==> src/rtl/rot_sched_if.sv <==
// Handshake bundle for rot_sched: two requester ports, one result port, status and counters.
// The master side (requesters plus consumer) drives valids, operands and out_ready.
interface rot_sched_if;
    logic       a_valid;
    logic       a_ready;
    logic [7:0] a_data;
    logic [3:0] a_amt;
    logic       a_dir;

    logic       b_valid;
    logic       b_ready;
    logic [7:0] b_data;
    logic [3:0] b_amt;
    logic       b_dir;

    logic       out_valid;
    logic       out_ready;
    logic [7:0] out_data;
    logic       out_src;

    logic       busy;
    logic [7:0] cnt_a;
    logic [7:0] cnt_b;

    modport master (
        output a_valid, a_data, a_amt, a_dir,
        output b_valid, b_data, b_amt, b_dir,
        output out_ready,
        input  a_ready, b_ready, out_valid, out_data, out_src, busy, cnt_a, cnt_b
    );

    modport slave (
        input  a_valid, a_data, a_amt, a_dir,
        input  b_valid, b_data, b_amt, b_dir,
        input  out_ready,
        output a_ready, b_ready, out_valid, out_data, out_src, busy, cnt_a, cnt_b
    );
endinterface

==> src/rtl/rot_sched.sv <==
// Two-requester scheduler sharing one 8-bit rotator; amounts >= 8 take two passes.
// Define ROT_SCHED_STATS_EN to add saturating per-requester completion counters.
module rot_sched #(
    parameter bit RR_EN = 1'b1
) (
    input  logic        clk,
    input  logic        rst_n,
    rot_sched_if.slave  bus
);

    typedef enum logic [1:0] {
        IDLE  = 2'd0,
        PASS2 = 2'd1,
        HOLD  = 2'd2
    } state_t;

    state_t     state;
    logic       out_valid_r;
    logic [7:0] out_data_r;
    logic       out_src_r;
    logic       busy_r;
    logic [7:0] stage_r;
    logic [2:0] amt2_r;
    logic       dir_r;
    logic       prio_b;

    logic       can_accept;
    logic       grant_a;
    logic       grant_b;
    logic       accept;
    logic [7:0] sel_data;
    logic [3:0] sel_amt;
    logic       sel_dir;

    logic [7:0]  rot_in;
    logic [2:0]  rot_amt;
    logic        rot_dir;
    logic [15:0] rot_l;
    logic [15:0] rot_r;
    logic [7:0]  rot_out;

    // Ready is forced low while reset is asserted, even though the FSM already sits in IDLE.
    assign can_accept = rst_n && ((state == IDLE) || ((state == HOLD) && bus.out_ready));

    assign grant_b = bus.b_valid && (!bus.a_valid || (RR_EN && prio_b));
    assign grant_a = bus.a_valid && !grant_b;
    assign accept  = can_accept && (bus.a_valid || bus.b_valid);

    assign bus.a_ready = can_accept && grant_a;
    assign bus.b_ready = can_accept && grant_b;

    assign sel_data = grant_b ? bus.b_data : bus.a_data;
    assign sel_amt  = grant_b ? bus.b_amt  : bus.a_amt;
    assign sel_dir  = grant_b ? bus.b_dir  : bus.a_dir;

    // The single rotator serves the first pass of a new op, or the second pass in PASS2.
    // NOTE: every always_comb output gets a default first, so no path can infer a latch.
    always_comb begin
        rot_in  = sel_data;
        rot_amt = sel_amt[3] ? 3'd7 : sel_amt[2:0];
        rot_dir = sel_dir;
        if (state == PASS2) begin
            rot_in  = stage_r;
            rot_amt = amt2_r;
            rot_dir = dir_r;
        end
        rot_l   = {rot_in, rot_in} << rot_amt;
        rot_r   = {rot_in, rot_in} >> rot_amt;
        rot_out = rot_dir ? rot_l[15:8] : rot_r[7:0];
    end

    // NOTE: state is updated with non-blocking assignments so every register samples pre-edge values.
    always_ff @(posedge clk or negedge rst_n) begin
        if (!rst_n) begin
            state       <= IDLE;
            out_valid_r <= 1'b0;
            out_data_r  <= 8'h00;
            out_src_r   <= 1'b0;
            busy_r      <= 1'b0;
            stage_r     <= 8'h00;
            amt2_r      <= 3'd0;
            dir_r       <= 1'b0;
            prio_b      <= 1'b0;
        end else if (accept) begin
            busy_r    <= 1'b1;
            out_src_r <= grant_b;
            prio_b    <= grant_a;
            if (sel_amt[3]) begin
                // 7 now, then (amt+1) mod 8 next cycle: 7 + amt + 1 == amt (mod 8).
                state       <= PASS2;
                out_valid_r <= 1'b0;
                stage_r     <= rot_out;
                amt2_r      <= sel_amt[2:0] + 3'd1;
                dir_r       <= sel_dir;
            end else begin
                state       <= HOLD;
                out_valid_r <= 1'b1;
                out_data_r  <= rot_out;
            end
        end else begin
            case (state)
                PASS2: begin
                    state       <= HOLD;
                    out_valid_r <= 1'b1;
                    out_data_r  <= rot_out;
                end
                HOLD: begin
                    if (bus.out_ready) begin
                        state       <= IDLE;
                        out_valid_r <= 1'b0;
                        busy_r      <= 1'b0;
                    end
                end
                default: begin
                    state <= IDLE;
                end
            endcase
        end
    end

    assign bus.out_valid = out_valid_r;
    assign bus.out_data  = out_data_r;
    assign bus.out_src   = out_src_r;
    assign bus.busy      = busy_r;

`ifdef ROT_SCHED_STATS_EN
    logic [7:0] cnt_a_r;
    logic [7:0] cnt_b_r;

    always_ff @(posedge clk or negedge rst_n) begin
        if (!rst_n) begin
            cnt_a_r <= 8'h00;
            cnt_b_r <= 8'h00;
        end else if (out_valid_r && bus.out_ready) begin
            if (out_src_r) begin
                if (cnt_b_r != 8'hFF) cnt_b_r <= cnt_b_r + 8'd1;
            end else begin
                if (cnt_a_r != 8'hFF) cnt_a_r <= cnt_a_r + 8'd1;
            end
        end
    end

    assign bus.cnt_a = cnt_a_r;
    assign bus.cnt_b = cnt_b_r;
`else
    assign bus.cnt_a = 8'h00;
    assign bus.cnt_b = 8'h00;
`endif

endmodule
==> src/flat_wrapper.sv <==
// flat-port wrapper written by rule: the top's interface ports become plain ports
module rot_sched_flat 
#(
    parameter bit RR_EN = 1'b1
)
  (clk, rst_n, bus_a_valid, bus_a_data, bus_a_amt, bus_a_dir, bus_b_valid, bus_b_data, bus_b_amt, bus_b_dir, bus_out_ready, bus_a_ready, bus_b_ready, bus_out_valid, bus_out_data, bus_out_src, bus_busy, bus_cnt_a, bus_cnt_b);
  rot_sched_if bus_i ();
  input  logic clk;
  input  logic rst_n;
  input wire logic [$bits(bus_i.a_valid)-1:0] bus_a_valid;
  input wire logic [$bits(bus_i.a_data)-1:0] bus_a_data;
  input wire logic [$bits(bus_i.a_amt)-1:0] bus_a_amt;
  input wire logic [$bits(bus_i.a_dir)-1:0] bus_a_dir;
  input wire logic [$bits(bus_i.b_valid)-1:0] bus_b_valid;
  input wire logic [$bits(bus_i.b_data)-1:0] bus_b_data;
  input wire logic [$bits(bus_i.b_amt)-1:0] bus_b_amt;
  input wire logic [$bits(bus_i.b_dir)-1:0] bus_b_dir;
  input wire logic [$bits(bus_i.out_ready)-1:0] bus_out_ready;
  output wire logic [$bits(bus_i.a_ready)-1:0] bus_a_ready;
  output wire logic [$bits(bus_i.b_ready)-1:0] bus_b_ready;
  output wire logic [$bits(bus_i.out_valid)-1:0] bus_out_valid;
  output wire logic [$bits(bus_i.out_data)-1:0] bus_out_data;
  output wire logic [$bits(bus_i.out_src)-1:0] bus_out_src;
  output wire logic [$bits(bus_i.busy)-1:0] bus_busy;
  output wire logic [$bits(bus_i.cnt_a)-1:0] bus_cnt_a;
  output wire logic [$bits(bus_i.cnt_b)-1:0] bus_cnt_b;
  assign bus_i.a_valid = bus_a_valid;
  assign bus_i.a_data = bus_a_data;
  assign bus_i.a_amt = bus_a_amt;
  assign bus_i.a_dir = bus_a_dir;
  assign bus_i.b_valid = bus_b_valid;
  assign bus_i.b_data = bus_b_data;
  assign bus_i.b_amt = bus_b_amt;
  assign bus_i.b_dir = bus_b_dir;
  assign bus_i.out_ready = bus_out_ready;
  assign bus_a_ready = bus_i.a_ready;
  assign bus_b_ready = bus_i.b_ready;
  assign bus_out_valid = bus_i.out_valid;
  assign bus_out_data = bus_i.out_data;
  assign bus_out_src = bus_i.out_src;
  assign bus_busy = bus_i.busy;
  assign bus_cnt_a = bus_i.cnt_a;
  assign bus_cnt_b = bus_i.cnt_b;
  rot_sched #(.RR_EN(RR_EN)) u_core (.clk(clk), .rst_n(rst_n), .bus(bus_i));
endmodule
==> config.mk <==
export PLATFORM = sky130hd
export DESIGN_NAME = rot_sched_flat
export DESIGN_NICKNAME = d
export VERILOG_FILES = /design/src/rtl/rot_sched_if.sv /design/src/rtl/rot_sched.sv /design/src/flat_wrapper.sv
export SDC_FILE = /design/constraint.sdc
export NUM_CORES = 1
export LEC_CHECK = 0
export BUFFER_PORTS_ARGS = -buffer_cell sky130_fd_sc_hd__buf_2
export CORE_AREA = 2 2 69 71
export DETAILED_ROUTE_END_ITERATION = 6
export DIE_AREA = 0 0 71 73
export HOLD_SLACK_MARGIN = 0.06
export PLACE_DENSITY = 0.75
export SLEW_MARGIN = 10
export SYNTH_ARGS = -nofsm -noshare
export SYNTH_HDL_FRONTEND = slang
export SYNTH_SLANG_ARGS = --single-unit
==> constraint.sdc <==
create_clock -name clk -period 3.55 [get_ports clk]
set_clock_uncertainty 0.2 [all_clocks]
set_input_delay 0.71 -clock clk [delete_from_list [all_inputs] [get_ports clk]]
set_output_delay 0.71 -clock clk [all_outputs]
set_load 0.01 [all_outputs]
=== Word level (Yosys, flattened, before mapping) ===
Index checks and enable logic that the tools add are counted.

* Flip-flop bits (word level): 26
* Latch bits: 0
* Memory bits (writable): 0
* ROM bits: 0
* Input bits: 31
* Output and inout port bits: 29
* Memories kept: 0

* Add/subtract/negate cells: 1
* $mul: 0
* Div/mod/pow operators: 0
* Magnitude comparators: 0
* Equality and inequality tests: 4
* Shift-type cells: 2
* Multiplexer cells: 21
* Bitwise logic cells: 0
* Reductions and logical operators: 21

{| class="wikitable"
|+ Operator list
! operator !! count
|-
| $mux 8 || 6
|-
| $shl 16x3->16 || 1
|-
| $shr 16x3->8 || 1
|-
| $reduce_and 2->1 || 4
|-
| $logic_and 1x1->1 || 7
|-
| $mux 1 || 7
|-
| $mux 2 || 3
|-
| $mux 3 || 2
|-
| $reduce_bool 2->1 || 3
|-
| $mux 4 || 1
|-
| $pmux 2 s2 || 1
|-
| $add 3x1->3 const B || 1
|-
| $logic_or 1x1->1 || 3
|-
| $ne 3x2->1 const B || 1
|-
| $reduce_bool 3->1 || 1
|-
| $eq 2x1->1 const B || 1
|-
| $eq 2x2->1 const B || 1
|-
| $logic_not 1->1 || 2
|-
| $logic_not 2->1 || 1
|-
| $ne 2x2->1 const B || 1
|-
| $pmux 1 s2 || 1
|}

=== Longest topological paths before layout ===
Gate-level depths: netlist (run 1).

* Depth in word-level cells: 10
* Mapped depth: 12

=== Worst setup path after synthesis (run 1) ===
Ideal clock, no wire load.

* Path type: input-to-reg
* From: input port bus_a_valid
* To: register u_core.out_data_r[5] (netlist: u_core.bus.out_data[5])
* Arrival time: 2.599 ns
* Required time: 3.263 ns
* Setup slack: 0.664 ns
* Stages on the path: 10
* Path buffers: 3
* Cells stage by stage: nor2b_4 buf_6 or4_4 o221ai_2 buf_6 nand2b_1 buf_6 o31ai_2 or4_1 o211ai_1

* Cells in the longest elaborated chain, start to end: 10

{| class="wikitable"
|+ Ends and longest elaborated chain
! what !! RTL line !! RTL
|-
| start, declared || flat_wrapper.sv:10 || <nowiki>input wire logic [$bits(bus_i.a_valid)-1:0] bus_a_valid;</nowiki>
|-
| $logic_not 1->1 || rot_sched.sv:45 || <nowiki>assign grant_b = bus.b_valid && (!bus.a_valid || (RR_EN && prio_b));</nowiki>
|-
| $logic_or 1x1->1 || rot_sched.sv:45 ||
|-
| $logic_and 1x1->1 || rot_sched.sv:45 ||
|-
| $mux 4 || rot_sched.sv:53 || <nowiki>assign sel_amt = grant_b ? bus.b_amt : bus.a_amt;</nowiki>
|-
| $mux 3 || rot_sched.sv:60 || <nowiki>rot_amt = sel_amt[3] ? 3'd7 : sel_amt[2:0];</nowiki>
|-
| $mux 3 || rot_sched.sv:62 || <nowiki>if (state == PASS2) begin</nowiki>
|-
| $shr 16x3->8 or $shl 16x3->16 (tied branches) || rot_sched.sv:68, rot_sched.sv:67 ||
|-
| $mux 8 || rot_sched.sv:69 || <nowiki>rot_out = rot_dir ? rot_l[15:8] : rot_r[7:0];</nowiki>
|-
| $mux 8, on equally long branches || rot_sched.sv:101, rot_sched.sv:88 ||
|-
| $mux 8 || rot_sched.sv:84 || <nowiki>end else if (accept) begin</nowiki>
|-
| end signal, assigned || rot_sched.sv:98 || <nowiki>out_data_r <= rot_out;</nowiki>
|-
| end signal, assigned || rot_sched.sv:105 || <nowiki>out_data_r <= rot_out;</nowiki>
|-
| end, declared || rot_sched.sv:19 || <nowiki>logic [7:0] out_data_r;</nowiki>
|}

Several ways; a longest one is shown, not always the timed one. The select of a mux whose other input is x is not followed.
A chain may end at the register's enable or synchronous reset.

=== Worst setup path in the final report (run 1) ===
* From: register u_core.state[1]
* To: register u_core.out_data_r[1] (netlist: u_core.bus.out_data[1])

* Cells in the longest elaborated chain, start to end: 7

{| class="wikitable"
|+ Ends and longest elaborated chain
! what !! RTL line !! RTL
|-
| start, declared || rot_sched.sv:17 || <nowiki>state_t state;</nowiki>
|-
| start signal, assigned || rot_sched.sv:75 || <nowiki>state <= IDLE;</nowiki>
|-
| start signal, assigned || rot_sched.sv:90 || <nowiki>state <= PASS2;</nowiki>
|-
| start signal, assigned || rot_sched.sv:96 || <nowiki>state <= HOLD;</nowiki>
|-
| parallel branches: the longest is 7 deep, another holds $shr 16x3->8 || n/a ||
|}

Parallel ways; which one is timed is not known. The select of a mux whose other input is x is not followed.

==> results of run 1 <==
## per-layer routing
layer / vias to the layer above / share of wire
met2: 117 / 0.47
met5: - / 0
li1: 987 / -
met3: 16 / 0.077
met4: 0 / 0.022
met1: 952 / 0.43
## logic make-up (layout without fill, tap and decap cells)
| kind of cell | after synthesis | in the layout | synth area share |
|---|---|---|---|
| compound gates | 74 | 74 | 0.2607 |
| xor+xnor | 1 | 1 | 0.004047 |
| fa+ha+maj | 4 | 4 | 0.02312 |
| buf+inv | 36 | 59 | 0.1173 |
| flops | 26 | 26 | 0.3006 |
| mux | 9 | 9 | 0.04278 |
| other cells | 1 | 16 | 0.001732 |
| simple gates | 105 | 105 | 0.2497 |
## sequential cells by signal (all words and copies together), names as in the netlist
signal	count
u_core.amt2_r	3
u_core.bus.out_valid	1
u_core.bus.busy	1
u_core.bus.out_data	8
u_core.dir_r	1
u_core.state	2
u_core.prio_b	1
u_core.stage_r	8
u_core.bus.out_src	1
## path summary, 6_finish.rpt
check	end	start	slack, ns
max	u_core.bus.out_data[1]	u_core.state[1]	0.37
min	u_core.amt2_r[0]	rst_n	0.26
max reg2reg	u_core.bus.out_data[1]	u_core.state[1]	0.37
min reg2reg	u_core.dir_r	u_core.dir_r	0.28
max in group asynchronous	u_core.bus.out_data[4]	rst_n	2.63
min in group clk	u_core.dir_r	u_core.dir_r	0.28
## cell usage after synthesis (2+ instances only)
library cell / instances
sky130_fd_sc_hd__a21boi_0: 9
sky130_fd_sc_hd__a21o_1: 3
sky130_fd_sc_hd__a21oi_1: 2
sky130_fd_sc_hd__buf_2: 3
sky130_fd_sc_hd__buf_4: 18
sky130_fd_sc_hd__buf_6: 5
sky130_fd_sc_hd__clkbuf_1: 4
sky130_fd_sc_hd__dfrtp_1: 26
sky130_fd_sc_hd__ha_1: 4
sky130_fd_sc_hd__inv_1: 5
sky130_fd_sc_hd__mux2_2: 2
sky130_fd_sc_hd__mux2i_1: 7
sky130_fd_sc_hd__nand2_1: 38
sky130_fd_sc_hd__nand2b_1: 5
sky130_fd_sc_hd__nand3_1: 7
sky130_fd_sc_hd__nor2_1: 19
sky130_fd_sc_hd__nor2b_1: 2
sky130_fd_sc_hd__nor3_1: 8
sky130_fd_sc_hd__o211ai_1: 8
sky130_fd_sc_hd__o21ai_0: 14
sky130_fd_sc_hd__o221ai_1: 8
sky130_fd_sc_hd__o221ai_2: 2
sky130_fd_sc_hd__o22ai_1: 8
sky130_fd_sc_hd__o31a_1: 2
sky130_fd_sc_hd__o31ai_1: 4
sky130_fd_sc_hd__o31ai_2: 5
sky130_fd_sc_hd__o32ai_1: 5
sky130_fd_sc_hd__or2_2: 6
sky130_fd_sc_hd__or3_4: 3
sky130_fd_sc_hd__or4_1: 8
## through the flow
| step | power, mW | utilization |
|---|---|---|
| after floorplan | 1.327 | - |
| after global placement | 1.576 | 0.5134 |
| after detailed placement | 1.583 | 0.5134 |
| after CTS | 1.757 | 0.5225 |
| after global routing | 1.902 | 0.5225 |
| final | 1.772 | 0.5225 |
## placed cells by master (no fill, tap or decap), types with 4 or more instances in the layout
cell type,Yosys,routed
sky130_fd_sc_hd__nand2b_1,5,5
sky130_fd_sc_hd__o221ai_1,8,8
sky130_fd_sc_hd__or2_2,6,6
sky130_fd_sc_hd__buf_2,3,43
sky130_fd_sc_hd__dfrtp_1,26,26
sky130_fd_sc_hd__o32ai_1,5,5
sky130_fd_sc_hd__o31ai_2,5,5
sky130_fd_sc_hd__nand2_1,38,38
sky130_fd_sc_hd__a21boi_0,9,9
sky130_fd_sc_hd__inv_1,5,5
sky130_fd_sc_hd__nor3_1,8,8
sky130_fd_sc_hd__mux2i_1,7,7
sky130_fd_sc_hd__o31ai_1,4,4
sky130_fd_sc_hd__buf_4,18,8
sky130_fd_sc_hd__nand3_1,7,7
sky130_fd_sc_hd__o22ai_1,8,8
sky130_fd_sc_hd__conb_1,1,16
sky130_fd_sc_hd__nor2_1,19,19
sky130_fd_sc_hd__o211ai_1,8,8
sky130_fd_sc_hd__o21ai_0,14,14
sky130_fd_sc_hd__or4_1,8,8
sky130_fd_sc_hd__ha_1,4,4
## cell type report
| cell class | count | area share |
|---|---|---|
| Inverter | 5 | 0.007920 |
| Clock buffer | 3 | 0.01742 |
| Sequential cell | 26 | 0.2746 |
| Tap cell | 54 | 0.02851 |
| Timing Repair Buffer | 51 | 0.1162 |
| Multi-Input combinational cell | 209 | 0.5554 |
## power by group through the flow
stage          sequential [mW]  clock [mW]  combinational, mW
2_1_floorplan            0.533           0              0.795
3_3_place_gp             0.515           0               1.06
3_5_place_dp             0.520           0               1.06
4_1_cts                  0.515       0.175               1.07
5_1_grt                  0.530       0.186               1.19
6_report                 0.516       0.174               1.08
==> reports/results.md, run 1 <==
| Metric | Value |
| --- | --- |
| Number of diodes | 0 |
| Post-detailed-route via-to-cell ratio | 5.954 |
| Maximum clock frequency | 314.6 MHz |
| Net load switching power | 0.8260 mW |
| Worst slack after detailed placement | 0.3565 ns |
| Clock transition time at the flip-flop clock pins of the worst setup and hold paths | 0.09 ns |
| Cell at the slowest stage of the critical path | sky130_fd_sc_hd__or4_4 |
| Antenna Violating Nets Remaining | 0 |
| Sum Neg Setup Slack | 0 ns |
| Proportion of synthesized flip-flops having asynchronous set or reset | 1.000 |
| WHS | 0.2621 ns |
| Antenna violations before repair | 0 |
| Max-cap violations | 0 |
| Vias | 2,072 |
| Number of setup buffers added after CTS | 0 |
| Synth Cell Area | 2165 um2 |
| CTS tree | done |
| Final Hold Vio Count | 0 |
| Layer with the highest usage after global routing | met2 |
| Leakage component of the power | 1.105 nW |
| Minimum clock period after layout | 3.178 ns |
| Detailed Route Iter0 Violations | 161 |
| Mapped Cells | 256 |
| Largest cells by area after synthesis | sky130_fd_sc_hd__dfrtp_1 (30%), sky130_fd_sc_hd__nand2_1 (6.6%), sky130_fd_sc_hd__buf_4 (6.2%) |
| Share of the yosys chip area belonging to registers | 0.3006 |
| WS Path Type | reg -> reg |
| Area of all placed cells without fillers | 2370 um2 |
| Final WS setup | 0.3716 ns |
| Flip-flop and latch area | 650.6 um2 |
| First-pass GRT wire length | 9218 um |
| DP Cell Count | 345 |
| GPL Wtd Cong | 0.9400 |
| TritonCTS Buffers | 3 |
| Number of nets at the end of the flow | 331 |
| Grt met2 use | 0.3853 |
| Source-to-sink clock delay at the later pin of the worst-skew pair | 0.27 ns |
| Gr usage total | 0.2237 |
| Number of warnings printed during yosys synthesis | 0 |
| Area growth from synthesis to layout | 9.480% |
| Layout cells sized above 1 | 0.2585 |
| Number of failing setup endpoints in the final timing report | 0 |
| Outcome | finished clean |
| Logic depth of the worst setup path including buffers | 9 |
| Root buffer cell | sky130_fd_sc_hd__clkbuf_8 |
| Die Footprint | 5183 um2 |
| Post-route DRC violation count | 0 |
| Data required time at the worst endpoint | 3.54 ns |
| Number of levels in the clock H-tree | 1 |
| Routed length per placed instance | 16.78 um |
| Biggest cell delay along the critical path | 0.60 ns |
| Critical path capture point type | flip-flop |
| Area of the core | 4536 um2 |
| Share of power burned in combinational logic | 0.611 |
| Worst Path Arrival | 3.17 ns |
| Global-route track usage on met3 | 0.01796 |
| Cts repair resizes | 0 |
| Most frequently used flop master after synthesis | sky130_fd_sc_hd__dfrtp_1 |
| Area of the multi-input gates | 1316 um2 |
| Number of different library cells in the post-synthesis netlist | 46 |
| Setup repair after global routing missed its margin | false |
| Cell chain of the critical path | inv_1, ha_1, or4_4, o221ai_2, buf_4, or2_1, o32ai_1, or4_1, o211ai_1 |
| Vertical die dimension | 73 um |
| Post-synthesis area per instance | 8.455 um2 |
| # IOs | 60 |
| Count of standard-cell rows | 25 |
| Worst hold path class | in -> async |
| Initial Utilization | 0.4772 |
| Number of pins exceeding their max-slew limit in the final report | 0 |
| Hold buffer count at CTS | 0 |
| Non-filler cells in the finished layout | 348 |
| Cell area after placement | 2328 um2 |
| Sum of routed wire length over all layers | 5841 um |
| Cell internal power dissipation | 0.9458 mW |
| Switching share of total power | 0.4662 |
| Sequential share of power | 0.291 |
| Fill cells | 424 |
| Delay-heaviest family, CP | simple AND/OR/NAND/NOR gates |
| Total congestion overflow after global routing | 0 |
| Max VDD drop | 0.2421 mV |
| Clock share of power | 0.098 |
| Final critical-path share of the clock period | 0.8953 |
| HPWL after detailed placement | 4432 um |
| Met1 capacity usage during global routing | 0.3047 |
| First drt pass iteration count | 5 |
| Power density normalized to cell area | 747.6 nW/um2 |
| PortBufs | 43 |
| Width of the die | 71 um |
| Number of clock sinks seen by CTS | 26 |
| Largest net degree at the start of global routing | 27 |
| Register bit total from synthesis | 26 |
| Maximum root-to-sink buffer count | 2 |
| Largest area contributor in the synthesized netlist | sky130_fd_sc_hd__dfrtp_1 |
| Worst-path maximum fanout | 11 |
| Worst setup SP type | flip-flop |
| Slew of the pin with the lowest slew margin | 0.7921 ns |
| Worst path buffer plus inverter count | 2 |
| Remaining max-slew budget at the tightest pin | 0.4674 |
| Number of global-route vias before repair | 1,866 |
| Cell depth of the worst flop-to-flop path | 9 |
| Yosys top cell area share | 0.3006 |
| Number of flops mapped to enable cells by yosys | 0 |
No activity file was read; power rests on OpenSTA's default activity.
==> run 2: changes to the inputs <==
--- a/config.mk
+++ b/config.mk
@@ -9,2 +9,3 @@
 export CORE_AREA = 2 2 69 71
+export CTS_CLUSTER_DIAMETER = 150
 export DETAILED_ROUTE_END_ITERATION = 6
==> constraint.sdc (replaced) <==
create_clock -name clk -period 3.55 [get_ports clk]
set_clock_uncertainty 0.2 [all_clocks]
set_input_delay 0.5325 -clock clk [delete_from_list [all_inputs] [get_ports clk]]
set_output_delay 0.5325 -clock clk [all_outputs]
set_load 0.01 [all_outputs]
==> run 2 against run 1 <==
Effect of this change:
- die area stayed put
- largest power group unchanged
- flip-flop and latch count stayed put
- critical path type unchanged
- final cell count is 0.57% lower
- routed wire length is 6.0% lower
- cell area is 0.63% lower
==> reports/results.md, run 2 (synthesis gave the netlist of run 1 again) <==
| Metric | Value | Delta |
| --- | --- | --- |
| Total congestion overflow after global routing | 0 | unchanged |
| Sum of routed wire length over all layers | 5490 um | -6.0% |
| Layout Utilization | 0.5192 | -0.003311 |
| Data required time at the worst endpoint | 3.54 ns | about the same |
| Setup repair after global routing missed its margin | false |  |
| Final Hold Vio Count | 0 | unchanged |
| Count of standard-cell rows | 25 | unchanged |
| Layout cells sized above 1 | 0.2534 | -0.005079 |
| Cell at the slowest stage of the critical path | sky130_fd_sc_hd__or4_4 |  |
| Number of levels in the clock H-tree | 1 | unchanged |
| Worst hold path class | in -> async |  |
| Tot Pwr | 1.738 mW | -1.9% |
| WS Path Type | reg -> reg |  |
| Power density normalized to cell area | 738.0 nW/um2 | -1.3% |
| TritonCTS Buffers | 3 | unchanged |
| Outcome | finished clean |  |
| Cell chain of the critical path | inv_1, ha_1, or4_4, o221ai_2, nand2b_1, o32ai_1, or4_1, o211ai_1 |  |
| DP Cell Count | 343 | -0.58% |
| Cell area after placement | 2313 um2 | -0.64% |
| Post-route DRC violation count | 0 | unchanged |
| Number of diodes | 0 | unchanged |
| Largest net degree at the start of global routing | 27 | unchanged |
| PortBufs | 43 | unchanged |
| Width of the die | 71 um | unchanged |
| Post-detailed-route via-to-cell ratio | 5.896 | -0.98% |
| Final critical-path share of the clock period | 0.8771 | -0.01827 |
| Biggest cell delay along the critical path | 0.56 ns | -0.04 ns |
| Number of pins exceeding their max-slew limit in the final report | 0 | unchanged |
| Gr usage total | 0.2153 | -0.008397 |
| Max VDD drop | 0.2565 mV | +5.9% |
| Leakage component of the power | 1.096 nW | -0.83% |
| Hold buffer count at CTS | 0 | unchanged |
| Maximum clock frequency | 321.2 MHz | +2.1% |
| Die Footprint | 5183 um2 | unchanged |
| Area growth from synthesis to layout | 8.786% |  |
| Detailed Route Iter0 Violations | 123 | -24% |
| Worst-path maximum fanout | 11 | unchanged |
| GPL Wtd Cong | 0.9752 | +3.7% |
| Initial Utilization | 0.4772 | unchanged |
| Minimum clock period after layout | 3.114 ns | -0.06488 ns |
| Routed length per placed instance | 15.87 um | -5.5% |
| Number of nets at the end of the flow | 329 | -0.60% |
| Vertical die dimension | 73 um | unchanged |
| Source-to-sink clock delay at the later pin of the worst-skew pair | 0.27 ns | about the same |
| Worst setup SP type | flip-flop |  |
| Max-cap violations | 0 | unchanged |
| Root buffer cell | sky130_fd_sc_hd__clkbuf_8 |  |
| CTS tree | done |  |
| Antenna violations before repair | 0 | unchanged |
| # IOs | 60 | unchanged |
| Non-filler cells in the finished layout | 346 | -0.57% |
| Area of the core | 4536 um2 | unchanged |
| Number of failing setup endpoints in the final timing report | 0 | unchanged |
| Most common cell after layout, fill and taps aside | sky130_fd_sc_hd__buf_2 |  |
| Maximum root-to-sink buffer count | 2 | unchanged |
| Critical path capture point type | flip-flop |  |
| Antenna Violating Nets Remaining | 0 | unchanged |
| Clock transition time at the flip-flop clock pins of the worst setup and hold paths | 0.09 ns | about the same |
| HPWL after detailed placement | 4134 um | -6.7% |
| Number of setup buffers added after CTS | 0 | unchanged |
| Worst Path Arrival | 3.11 ns | -0.06 ns |
| Cts repair resizes | 0 | unchanged |
| Startpoint of the worst setup timing path | u_core.state[1] |  |
| Area of all placed cells without fillers | 2355 um2 | -0.63% |
| Number of global-route vias before repair | 1,864 | -0.11% |
| Sum Neg Setup Slack | 0 ns | unchanged |
| Slew of the pin with the lowest slew margin | 0.6678 ns | -0.1243 ns |
| Remaining max-slew budget at the tightest pin | 0.5510 | +0.08360 |
| Commonest non-fill, non-tap cells in the layout | sky130_fd_sc_hd__buf_2 (43), sky130_fd_sc_hd__nand2_1 (38), sky130_fd_sc_hd__dfrtp_1 (26), sky130_fd_sc_hd__nor2_1 (19), sky130_fd_sc_hd__conb_1 (16) |  |
| Vias | 2,040 | -1.5% |
| Number of clock sinks seen by CTS | 26 | unchanged |
| First drt pass iteration count | 4 | -1 |
| RR Startpoint | u_core.state[1] |  |
| First-pass GRT wire length | 8942 um | -3.0% |
==> run 2: cell types whose count changed in the layout (fill, tap and decap cells not counted) <==
cell | previous run | this run
sky130_fd_sc_hd__buf_4 | 8 | 6
==> run 2: area by class of cell <==
class,count,area [um2]
Timing Repair Buffer,49,260.3
Sequential cell,26,650.6
Inverter,5,18.77
Fill cell,445,2181
Multi-Input combinational cell,209,1316
Clock buffer,3,41.29
Tap cell,54,67.56
==> run 2: worst max-delay path: cells and delay by family (launching register included) <==
kind / cells / cell delay (ns)
DFF: 1 / 0.38
AOI/OAI and AO/OA: 3 / 0.74
buffers and inverters: 1 / 0.07
and+or+nand+nor: 3 / 1.42
adders and majority gates: 1 / 0.21
==> run 2: where the power goes <==
group          leakage, nW  switching, mW  total, mW  internal, mW
registers            0.321         0.0773      0.513         0.436
logic                0.753          0.626       1.05         0.426
clock network       0.0216         0.0961      0.172        0.0762
total                 1.10          0.799       1.74         0.938
==> run 2: per-stage QoR <==
step | worst slack [ns] | hold WS [ns]
final | 0.4365 | 0.07862
after global routing | 0.3161 | 0.1228
after CTS | 0.4956 | 0.08709
after detailed placement | 0.4601 | 0.2621
after global placement | 0.4748 | 0.2544
after floorplan | 0.8419 | 0.03691
==> run 2: metal layers <==
metal / share of wire / wire length, um / vias to the layer above / global-route usage
met3: 0.083 / 456 / 17 / 0.02072
met1: 0.42 / 2332 / 940 / 0.2861
met5: 0 / 0 / - / 0
met2: 0.47 / 2572 / 98 / 0.3645
li1: - / - / 985 / -
met4: 0.023 / 128 / 0 / 0.08176
==> run 2: path summary, 6_finish.rpt <==
| check | endpoint | slack, ns | cells after the start |
|---|---|---|---|
| setup / recovery | u_core.bus.out_data[0] | 0.44 | 8 |
| hold / removal | u_core.stage_r[3] | 0.08 | 2 |
| setup reg to reg | u_core.bus.out_data[0] | 0.44 | 8 |
| hold reg to reg | u_core.amt2_r[0] | 0.28 | 2 |
| max in group asynchronous | u_core.bus.out_data[2] | 2.82 | 2 |
| min in group clk | u_core.amt2_r[0] | 0.28 | 2 |
